--- config.mk ---
export PLATFORM = sky130hd
export DESIGN_NAME = inst_sequencer
export DESIGN_NICKNAME = d
export VERILOG_FILES = /design/src/rtl/inst_seq_pkg.sv /design/src/rtl/seq_watchdog.sv /design/src/rtl/inst_sequencer.sv
export SDC_FILE = /design/constraint.sdc
export NUM_CORES = 1
export LEC_CHECK = 0
export CORE_MARGIN = 2
export CORE_UTILIZATION = 40
export CTS_CLUSTER_DIAMETER = 120
export DETAILED_ROUTE_END_ITERATION = 16
export PLACE_DENSITY_LB_ADDON = 0.05
export RECOVER_POWER = 50
export REMOVE_ABC_BUFFERS = 1
export SYNTH_ARGS = -nofsm -noshare
export SYNTH_HDL_FRONTEND = slang
export SYNTH_SLANG_ARGS = --single-unit
--- constraint.sdc ---
create_clock -name Clock -period 2.61 [get_ports Clock]
set_input_delay 0.261 -clock Clock [delete_from_list [all_inputs] [get_ports Clock]]
set_output_delay 0.261 -clock Clock [all_outputs]
set_load 0.05 [all_outputs]
--- src/rtl/inst_seq_pkg.sv ---
// Shared types and constants for the instruction sequencer that feeds the proc core.
// The state encoding is fixed at 3 bits. The opcode values match the proc instruction format.
package inst_seq_pkg;

  typedef enum logic [2:0] {
    ST_IDLE   = 3'd0,
    ST_FETCH  = 3'd1,
    ST_LOAD   = 3'd2,
    ST_ISSUE  = 3'd3,
    ST_WAIT   = 3'd4,
    ST_PAUSE  = 3'd5,
    ST_HALTED = 3'd6,
    ST_ERROR  = 3'd7
  } seq_state_e;

  localparam logic [15:0] HALT_WORD_DEF = 16'hE000;

  localparam logic [2:0] OP_MV   = 3'b000;
  localparam logic [2:0] OP_MVT  = 3'b001;
  localparam logic [2:0] OP_ADD  = 3'b010;
  localparam logic [2:0] OP_SUB  = 3'b011;
  localparam logic [2:0] OP_HALT = 3'b111;

  // Only the three resting states count as not busy.
  function automatic logic is_busy_state(input seq_state_e s);
    case (s)
      ST_IDLE, ST_HALTED, ST_ERROR: return 1'b0;
      default:                      return 1'b1;
    endcase
  endfunction

endpackage

--- src/rtl/seq_watchdog.sv ---
// Counts WAIT cycles that pass without Done. It flags expiry on the cycle whose increment
// would bring the count to TIMEOUT-1, so that ERROR is entered TIMEOUT cycles after ISSUE.
module seq_watchdog #(
  parameter int TIMEOUT = 8
) (
  input  logic Clock,
  input  logic Resetn,
  input  logic clear,
  input  logic enable,
  output logic expired
);

  localparam int CW = $clog2(TIMEOUT);
  localparam logic [CW-1:0] LAST_C = CW'(TIMEOUT - 2);
  localparam logic [CW-1:0] ONE_C  = CW'(1);

  logic [CW-1:0] count_r;

  // cycle counter: clear has priority over enable
  always_ff @(posedge Clock) begin
    if (!Resetn) begin
      count_r <= '0;
    end else if (clear) begin
      count_r <= '0;
    end else if (enable) begin
      count_r <= count_r + ONE_C;
    end else begin
      count_r <= count_r;
    end
  end

  assign expired = enable && (count_r == LAST_C);

endmodule

--- src/rtl/inst_sequencer.sv ---
// Fetches instruction words from a 1-cycle-latency ROM and issues them to proc one at a time.
// It supports free-run and single-step modes, halt-word detection and a Done watchdog.
module inst_sequencer
  import inst_seq_pkg::*;
#(
  parameter int              AW         = 5,
  parameter logic [AW-1:0]   START_ADDR = {AW{1'b0}},
  parameter int              TIMEOUT    = 8,
  parameter logic [15:0]     HALT_WORD  = HALT_WORD_DEF
) (
  input  logic          Clock,
  input  logic          Resetn,
  input  logic          Start,
  input  logic          StepMode,
  input  logic          Step,
  output logic [AW-1:0] MemAddr,
  input  logic [15:0]   MemData,
  output logic [15:0]   DIN,
  output logic          Run,
  input  logic          Done,
  output logic          Busy,
  output logic          Halted,
  output logic          Error,
  output logic [15:0]   InstrCount
);

  localparam logic [AW-1:0] PC_ONE  = AW'(1);
  localparam logic [15:0]   CNT_ONE = 16'h0001;

  seq_state_e    state_r;
  seq_state_e    next_state_s;
  logic [AW-1:0] pc_r;
  logic [15:0]   din_r;
  logic [15:0]   count_r;
  logic          run_r;
  logic          busy_r;
  logic          halted_r;
  logic          error_r;
  logic          wd_clear_s;
  logic          wd_enable_s;
  logic          wd_expired_s;

  assign wd_clear_s  = (state_r == ST_ISSUE);
  assign wd_enable_s = (state_r == ST_WAIT) && !Done;

  seq_watchdog #(.TIMEOUT(TIMEOUT)) u_watchdog (
    .Clock   (Clock),
    .Resetn  (Resetn),
    .clear   (wd_clear_s),
    .enable  (wd_enable_s),
    .expired (wd_expired_s)
  );

  // next-state decode
  always_comb begin
    next_state_s = state_r;
    case (state_r)
      ST_IDLE, ST_HALTED, ST_ERROR: begin
        if (Start) next_state_s = ST_FETCH;
        else       next_state_s = state_r;
      end
      ST_FETCH: next_state_s = ST_LOAD;
      ST_LOAD: begin
        if (MemData == HALT_WORD) next_state_s = ST_HALTED;
        else                      next_state_s = ST_ISSUE;
      end
      ST_ISSUE: next_state_s = ST_WAIT;
      ST_WAIT: begin
        if (Done)              next_state_s = StepMode ? ST_PAUSE : ST_FETCH;
        else if (wd_expired_s) next_state_s = ST_ERROR;
        else                   next_state_s = ST_WAIT;
      end
      ST_PAUSE: begin
        // Clearing StepMode while paused resumes free-run.
        if (Step || !StepMode) next_state_s = ST_FETCH;
        else                   next_state_s = ST_PAUSE;
      end
      default: next_state_s = ST_IDLE;
    endcase
  end

  // state, datapath and registered output flags
  always_ff @(posedge Clock) begin
    if (!Resetn) begin
      state_r  <= ST_IDLE;
      pc_r     <= START_ADDR;
      din_r    <= 16'h0000;
      count_r  <= 16'h0000;
      run_r    <= 1'b0;
      busy_r   <= 1'b0;
      halted_r <= 1'b0;
      error_r  <= 1'b0;
    end else begin
      state_r  <= next_state_s;
      run_r    <= (next_state_s == ST_ISSUE);
      busy_r   <= is_busy_state(next_state_s);
      halted_r <= (next_state_s == ST_HALTED);
      error_r  <= (next_state_s == ST_ERROR);
      case (state_r)
        ST_IDLE, ST_HALTED, ST_ERROR: begin
          if (Start) begin
            pc_r    <= START_ADDR;
            count_r <= 16'h0000;
          end
        end
        ST_LOAD: begin
          // The halt word is never presented to proc; PC stays on it.
          if (MemData != HALT_WORD) din_r <= MemData;
        end
        ST_WAIT: begin
          if (Done) begin
            pc_r    <= pc_r + PC_ONE;
            count_r <= count_r + CNT_ONE;
          end
        end
        default: begin
          pc_r <= pc_r;
        end
      endcase
    end
  end

  assign MemAddr    = pc_r;
  assign DIN        = din_r;
  assign Run        = run_r;
  assign Busy       = busy_r;
  assign Halted     = halted_r;
  assign Error      = error_r;
  assign InstrCount = count_r;

endmodule

Word-level counts from Yosys, hierarchy flattened. Cells that the tools add are included.

Output and inout bits: 41. Flip-flop bits (word level): 47. Input bits: 22. Word-level logic and storage cells: 55.

Multiplexer cells: 14. Bitwise gates (word level): 1. Reduce and logical (&&, ||, !) cells: 13. Add/sub/neg operators: 3. Equality and inequality tests: 15.

Operator list (number): 16-bit 2-to-1 mux (2); 16-bit case mux with 2 select lines (1); 3-bit == test, second input constant (7); 3-bit case mux with 6 select lines (1); 16-bit by 1-bit adder with 16-bit output, second input constant (1); 16-bit == test, second input constant (1); 16-bit != test, second input constant (1); 3-bit 2-to-1 mux (5); 5-bit 2-to-1 mux (2); 5-bit case mux with 2 select lines (1); 3-bit by 2-bit == test with 1-bit output, second input constant (3); 3-bit logical NOT (2); 3-bit OR reduction (2); 5-bit by 1-bit adder with 5-bit output, second input constant (1); 2-bit != test, second input constant (2); 3-bit by 1-bit adder with 3-bit output, second input constant (1); 3-bit by 1-bit == test with 1-bit output, second input constant (1); 3-bit AND reduction (1); 1-bit logical AND (2); 1-bit logical NOT (2); 2-bit 2-to-1 mux (1); 2-bit AND reduction (1); 2-bit nonzero test (1); 2-bit OR reduction (1); other kinds (3) (3).

Longest topological paths before layout. Gate-level depths: netlist of run 1.

Depth after elaboration: 9. Mapped depth: 7.

Modules after synthesis. Synthesis of run 1 repeated with hierarchy kept, for this count alone.

Cells, all modules: 211. Area, all modules: 2040.7 sq um.

Modules (own cells, without submodules): inst_sequencer (cells an instance 196, sequential area each 880.8 sq um, area each 1891.8 sq um, times used 1); seq_watchdog (cells an instance 15, sequential area each 60.1 sq um, area each 148.9 sq um, times used 1).

Worst setup path after synthesis of run 1. OpenSTA, ideal clock, no wires.

Path kind: reg-to-reg. Start point: register count_r[2], in the netlist InstrCount[2]. End point: register count_r[14], in the netlist InstrCount[14]. Arrival: 1.927 ns. Path slack: 0.612 ns. Data required time: 2.538 ns. Buffers on the path: 1. Clock period less this slack: 1.998 ns. Stages on the path, launching flop included: 6. Path through: dfxtp_1 > and4_1 > clkbuf_1 > nand2_1 > a2111oi_0 > mux2i_1.

Word-level cells in the longest chain between the ends: 3.

Ends and longest elaborated chain: from (decl) (line inst_sequencer.sv:34) `logic [15:0] count_r;`; from (signal assigned) (line inst_sequencer.sv:113) `count_r <= count_r + CNT_ONE;`; 16-bit by 1-bit adder with 16-bit output (line inst_sequencer.sv:113); 16-bit 2-to-1 mux (line inst_sequencer.sv:111) `if (Done) begin`; 16-bit case mux with 2 select lines (line inst_sequencer.sv:99) `case (state_r)`.

No other way between the ends. The select of a mux whose other input is x is not followed. A chain may end at the register's enable or synchronous reset.

Final worst setup path of run 1.
Start point: input Start. End point: register count_r[10], in the netlist InstrCount[10].

Word-level cells in the longest chain between the ends: 2.

Ends and longest elaborated chain: from (decl) (line inst_sequencer.sv:13) `input logic Start,`; 2-bit != test (no line); 3-bit AND reduction (no line).

No other way between the ends.

==> impl_metrics.tcl, run 1 <==
set metrics [dict create \
    status "completed" \
    vias 2302 \
    syn2layout_area_growth_pct 33.04 \
    place_area_mm2 0.003123 \
    postCtsSetupRepairBufs 0 \
    start_kind "input port" \
    ios 63 \
    track_usage_pct 18.90 \
    cts_buffers 5 \
    synthMuxAreaShare_pct 7.032 \
    drtPass1Iterations 4 \
    async_reset_ff_share_pct 0 \
    antenna_cells 0 \
    drc 0 \
    dp_hpwl_um 4166 \
    wire_per_inst_um 14.19 \
    yosysUniqueCellTypes 48 \
    synth_compound_area_share_pct 19.65 \
    top_usage_layer "met2" \
    cap_violations 0 \
    rsz0062_at_grt "false" \
    mostFrequentLayoutCells "dfxtp_1 (47), nand3_1 (43), dlygate4sd3_1 (37), a21oi_1 (30), clkdlybuf4s50_1 (25)" \
    synth_edf_count 0 \
    grt_max_degree 36 \
    yosysWarnings 0 \
    clkTransAtPathRegs_ns 0.08 \
    hp-class "reg -> reg" \
    grt_pass1_wl_um 9873 \
    fmax_ghz 0.4709 \
    routed_via_density 5.507 \
    syn_area_mm2 0.002420 \
    max_stage_delay_ns 0.57 \
    gr-usage-met2_pct 28.29 \
    dieArea_mm2 0.006688 \
    ctsLongestPathBuffers 2 \
    slew_viol_final 0 \
    power_density_mw_per_mm2 648.4 \
    avgSynthCellArea_um2 8.461 \
    power_leakage_nw 1.188 \
    cts.sinks 47 \
    setup_slack_ns 0.4864 \
    initial_core_util_pct 41.11 \
    drive_gt1_share_pct 6.997 \
    cp_slowest_cell "clkdlybuf4s50_1" \
    hold_violations 0 \
    num_rows 28 \
    synthTopCellsByArea "dfxtp_1 (39%), nand3_1 (8.9%), mux2i_1 (7.0%), a21oi_1 (6.2%), nand3b_1 (5.6%)" \
    root_buffer "clkbuf_8" \
    synthCells 286 \
    vdd_drop_max_mv 0.3064 \
    pre_cts_slack_ns 0.2396 \
    finish.net_count 368 \
    synthXorXnorAreaFrac_pct 1.086 \
    path_class "in -> reg" \
    overflow 0 \
    netlist.area_leader.share_pct 38.88 \
    gp_congestion 0.7533 \
    path_max_fanout 14 \
    die_w_um 81.78 \
    grt_pass1_vias 2077 \
    final_util_pct 54.70 \
    final_common_cell "dfxtp_1" \
    finalCritPeriodShare_pct 81.36 \
    synthAdderAreaFrac_pct 2.068 \
    ys_ff_latch 47 \
    path_cells "clkdlybuf4s50_1 -> and2_1 -> o21ai_0 -> clkbuf_1 -> a211oi_1 -> mux2i_1" \
    finalInstanceArea_mm2 0.003219 \
    finClkSkew_ns 0.002747 \
    finalCriticalPeriod_ns 2.124 \
    synthFlopType "dfxtp_1" \
    clk_latency_ns 0.30 \
    setup_violations 0 \
    cts-resized-gates 0 \
    cts_hold_buffers 0 \
    io_buffer_count 62 \
    maxSlewHeadroom_pct 51.21 \
    cp.arrival_ns 2.32 \
    synth_top_family_by_area "simple AND/OR/NAND/NOR gates" \
    ant_nets 0 \
    cts_tree "yes" \
    met1_usage_pct 25.64 \
    routed_wl_um 5930 \
    core_mm2 0.005886 \
    end_kind "flop" \
    synth-simple-area-share_pct 26.32 \
    synth_seq_area_share_pct 38.88 \
    h-tree-depth 2 \
    worstPathRequired_ns 2.80 \
    grt.met3_usage_pct 5.714 \
    power_mw 2.087 \
    synth_top_area_cell "dfxtp_1" \
    worstMarginPinSlew_ns 0.7216 \
    die_h_um 81.78 \
    antenna_found_initial 0 \
    drt_iter0_markers 106 \
]
[area by class of cell]
class | instances | area, um^2
fillers | 577 | 2666
multi-input cells | 209 | 1363
clock buffers | 8 | 100.1
well taps | 75 | 93.84
flip-flops and latches | 47 | 940.9
inverters | 6 | 22.52
repair buffers | 73 | 699.4
[worst paths after layout]
check,cells after the start,startpoint,slack [ns],to
max,6,Start,0.49,InstrCount[10]
min,2,DIN[9],0.47,DIN[9]
max reg2reg,6,state_r[1],0.49,InstrCount[10]
min reg2reg,2,DIN[9],0.47,DIN[9]
[cells in the mapped netlist (4+ instances only)]
cell type / instances
a21oi_1: 30
ha_1: 4
mux2i_1: 17
nand2_1: 9
dfxtp_1: 47
buf_1: 5
nand4_1: 5
and2_1: 4
o21ai_0: 21
clkbuf_1: 18
a211oi_1: 5
nor2_1: 8
nand3_1: 43
nor3_1: 6
inv_1: 5
nand3b_1: 18
[metrics by stage]
stage               hold WS [ns]  std cells  TNS (ns)
floorplan                 0.4087        262   -0.4013
global placement          0.4603        410         0
detailed placement        0.4681        410         0
CTS                       0.4781        418         0
global route              0.4935        418         0
finish                    0.4735        418         0
[metal layers]
layer	routed length, um	vias up
met2	2733	57
li1	-	1169
met4	40	0
met5	0	-
met1	2812	1072
met3	344	4
[registers in the layout (all words and copies together), names as in the netlist]
| register | cells |
|---|---|
| state_r | 3 |
| MemAddr | 5 |
| Run | 1 |
| InstrCount | 16 |
| u_watchdog.count_r | 3 |
| Busy | 1 |
| Error | 1 |
| DIN | 16 |
| Halted | 1 |
[worst max-delay path, delay by kind of cell]
kind                   cells  cell delay, ns
buffers and inverters      2            1.09
AO/OA/AOI/OAI              2            0.54
multiplexers               1            0.15
AND/OR/NAND/NOR            1            0.27
[where the power goes]
part           switching [mW]  leakage, nW  internal [mW]
clock network           0.244       0.0515          0.242
registers              0.0324        0.381          0.780
logic                   0.533        0.756          0.256
total                   0.809         1.19           1.28
[logic make-up (layout without fill, tap and decap cells)]
kind of cell	Yosys count	count (layout)
DFF	47	47
adders and majority gates	4	4
buffers and inverters	30	87
muxes	17	17
xor gates and xnor gates	3	3
and+or+nand+nor	109	109
AOI/OAI and AO/OA	76	76
(Power assumes the default switching activity.)
==> inputs of run 2 (changes only) <==
==> constraint.sdc (replaced) <==
create_clock -name Clock -period 1.9 [get_ports Clock]
set_input_delay 0.19 -clock Clock [delete_from_list [all_inputs] [get_ports Clock]]
set_output_delay 0.19 -clock Clock [all_outputs]
set_load 0.05 [all_outputs]
==> run 2 against run 1 <==
  * Total power up 42%
  * Combinational power up 48%
  * Worst setup slack worse by 0.44 ns
  * Count of clock-buffer cells in the layout unchanged
  * Critical path type unchanged
  * Critical endpoint is now Halted
==> impl_metrics.tcl, run 2 (same netlist as run 1, synthesis figures left out) <==
set metrics [dict create \
    status "completed" \
    core_mm2 0.005886 \
    path_cells "clkdlybuf4s50_1 -> or4_4 -> o41a_1 -> or3_4 -> nor3_2" \
    dp_hpwl_um 4250 \
    path_max_fanout 4 \
    p_sw_mw 1.139 \
    vias 2393 \
    grt_max_degree 29 \
    finish.net_count 395 \
    hold_violations 0 \
    p_int_mw 1.830 \
    power_leakage_nw 1.358 \
    finalCritPeriodShare_pct 97.36 \
    grt_pass1_vias 2160 \
    clk_latency_ns 0.30 \
    p_comb_share_pct 39.5 \
    end_kind "flop" \
    gp_congestion 0.8053 \
    mostFrequentLayoutCells "dfxtp_1 (47), nand3_1 (43), a21oi_1 (30), buf_4 (28), clkdlybuf4s50_1 (28)" \
    fmax_ghz 0.5406 \
    drive_gt1_share_pct 13.78 \
    vdd_drop_max_mv 0.5399 \
    worstMarginPinSlew_ns 0.5529 \
    max_stage_delay_ns 0.51 \
    setup_slack_ns 0.05010 \
    initial_core_util_pct 41.11 \
    start_kind "input port" \
    cts_tree "yes" \
    p_clk_share_pct 22.7 \
    cp_slowest_cell "o41a_1" \
    cp.arrival_ns 2.08 \
    final_common_cell "dfxtp_1" \
    power_density_mw_per_mm2 855.5 \
    setup_violations 0 \
    wire_per_inst_um 13.65 \
    path_class "in -> reg" \
    maxSlewHeadroom_pct 63.02 \
    tns_ns 0 \
    drtPass1Iterations 4 \
    antenna_found_initial 0 \
    io_buffer_count 62 \
    overflow 0 \
    drc 0 \
    hp-class "in -> reg" \
    rsz0062_at_grt "false" \
    dieArea_mm2 0.006688 \
    slew_viol_final 0 \
    h-tree-depth 2 \
    finClkSkew_ns 0.004808 \
    root_buffer "clkbuf_8" \
    die_h_um 81.78 \
    cts_buffers 5 \
    drt_iter0_markers 92 \
    pre_cts_slack_ns -0.3477 \
    ctsLongestPathBuffers 2 \
    num_rows 28 \
    ios 63 \
    final_util_pct 58.97 \
    cts.sinks 47 \
    clkTransAtPathRegs_ns 0.09 \
    grt_pass1_wl_um 9660 \
    worstPathRequired_ns 2.13 \
    seq_power_share_pct 37.8 \
    antenna_cells 0 \
    nFillCells 545 \
    routed_wl_um 6074 \
    track_usage_pct 18.23 \
    ant_nets 0 \
    cap_violations 0 \
    syn2layout_area_growth_pct 43.43 \
    sw_frac_of_total_pct 38.36 \
    routed_via_density 5.378 \
    finalCriticalPeriod_ns 1.850 \
    die_w_um 81.78 \
    cts_hold_buffers 0 \
]
[run 2: cell types whose count changed in the layout (fill, tap and decap cells not counted), moves of 3 or more]
cell             previous run  this run
buf_6                       0         4
clkdlybuf4s50_1            25        28
o21ai_0                    21        18
dlymetal6s2s_1              0         9
o21ai_1                     1         4
buf_4                      10        28
dlygate4sd3_1              37        24
clkbuf_1                    2         6
[run 2: what timing repair did]
| action | 4_1_cts | 5_1_grt |
|---|---|---|
| endpoints found under the setup margin | 2 | 17 |
| cloned | 0 | 1 |
| gates resized for setup | 1 | 20 |
| pin swaps | 4 | 19 |
| buffers inserted | 1 | 0 |
[run 2: metrics by stage]
stage                     power, mW  cell area, um^2  hold WS, ns  std cells
after CTS                     2.999             3430       0.2967        444
after global placement        2.323             3323       0.4626        435
after detailed placement      2.327             3323       0.4689        435
after global routing          3.121             3471       0.1777        445
final                         2.969             3471       0.1827        445
after floorplan               1.843             2322       0.3377        262
[run 2: metal layers]
metal / GRT usage [%] / part of all wire [%]
met1: 23.76 / 49
met2: 31.14 / 47
met3: 2.857 / 3.6
met4: 5.167 / 1.1
met5: 0 / 0
[run 2: area by class of cell]
cell class	instances	area (um^2)	area share [%]
inverters	6	22.52	0.6489
multi-input cells	209	1378	39.69
clock buffers	8	100.1	2.884
flip-flops and latches	47	940.9	27.11
well taps	75	93.84	2.704
repair buffers	100	935.9	26.96
[run 2: power groups by stage]
| stage | combinational [mW] | clock (mW) | sequential, mW |
|---|---|---|---|
| 3_5_place_dp | 1.18 | 0 | 1.15 |
| 5_1_grt | 1.27 | 0.720 | 1.14 |
| 6_report | 1.17 | 0.675 | 1.12 |
| 4_1_cts | 1.18 | 0.689 | 1.13 |
| 3_3_place_gp | 1.17 | 0 | 1.15 |
| 2_1_floorplan | 0.406 | 0 | 1.44 |
[run 2: final timing paths]
kind                from             end  slack [ns]  depth (start not counted)
max           MemData[2]          Halted        0.05                          5
min reg2reg       DIN[4]          DIN[4]        0.47                          2
max reg2reg   state_r[1]  InstrCount[15]        0.21                          5
min          MemData[13]         DIN[13]        0.18                          3
[run 2: worst max-delay path: cells and delay by family]
| kind | cells | cell delay (ns) |
|---|---|---|
| compound gates | 1 | 0.51 |
| buf+inv | 1 | 0.42 |
| simple gates | 3 | 0.96 |
==> inputs of run 3 (changes only) <==
--- a/config.mk
+++ b/config.mk
@@ -5,6 +5,7 @@
 export SDC_FILE = /design/constraint.sdc
 export NUM_CORES = 1
 export LEC_CHECK = 0
+export ABC_CLOCK_PERIOD_IN_PS = 1900
 export CORE_MARGIN = 2
 export CORE_UTILIZATION = 40
 export CTS_CLUSTER_DIAMETER = 120
==> results of run 3 <==
No change in the layout: final DEF, timing and power equal those of run 2.
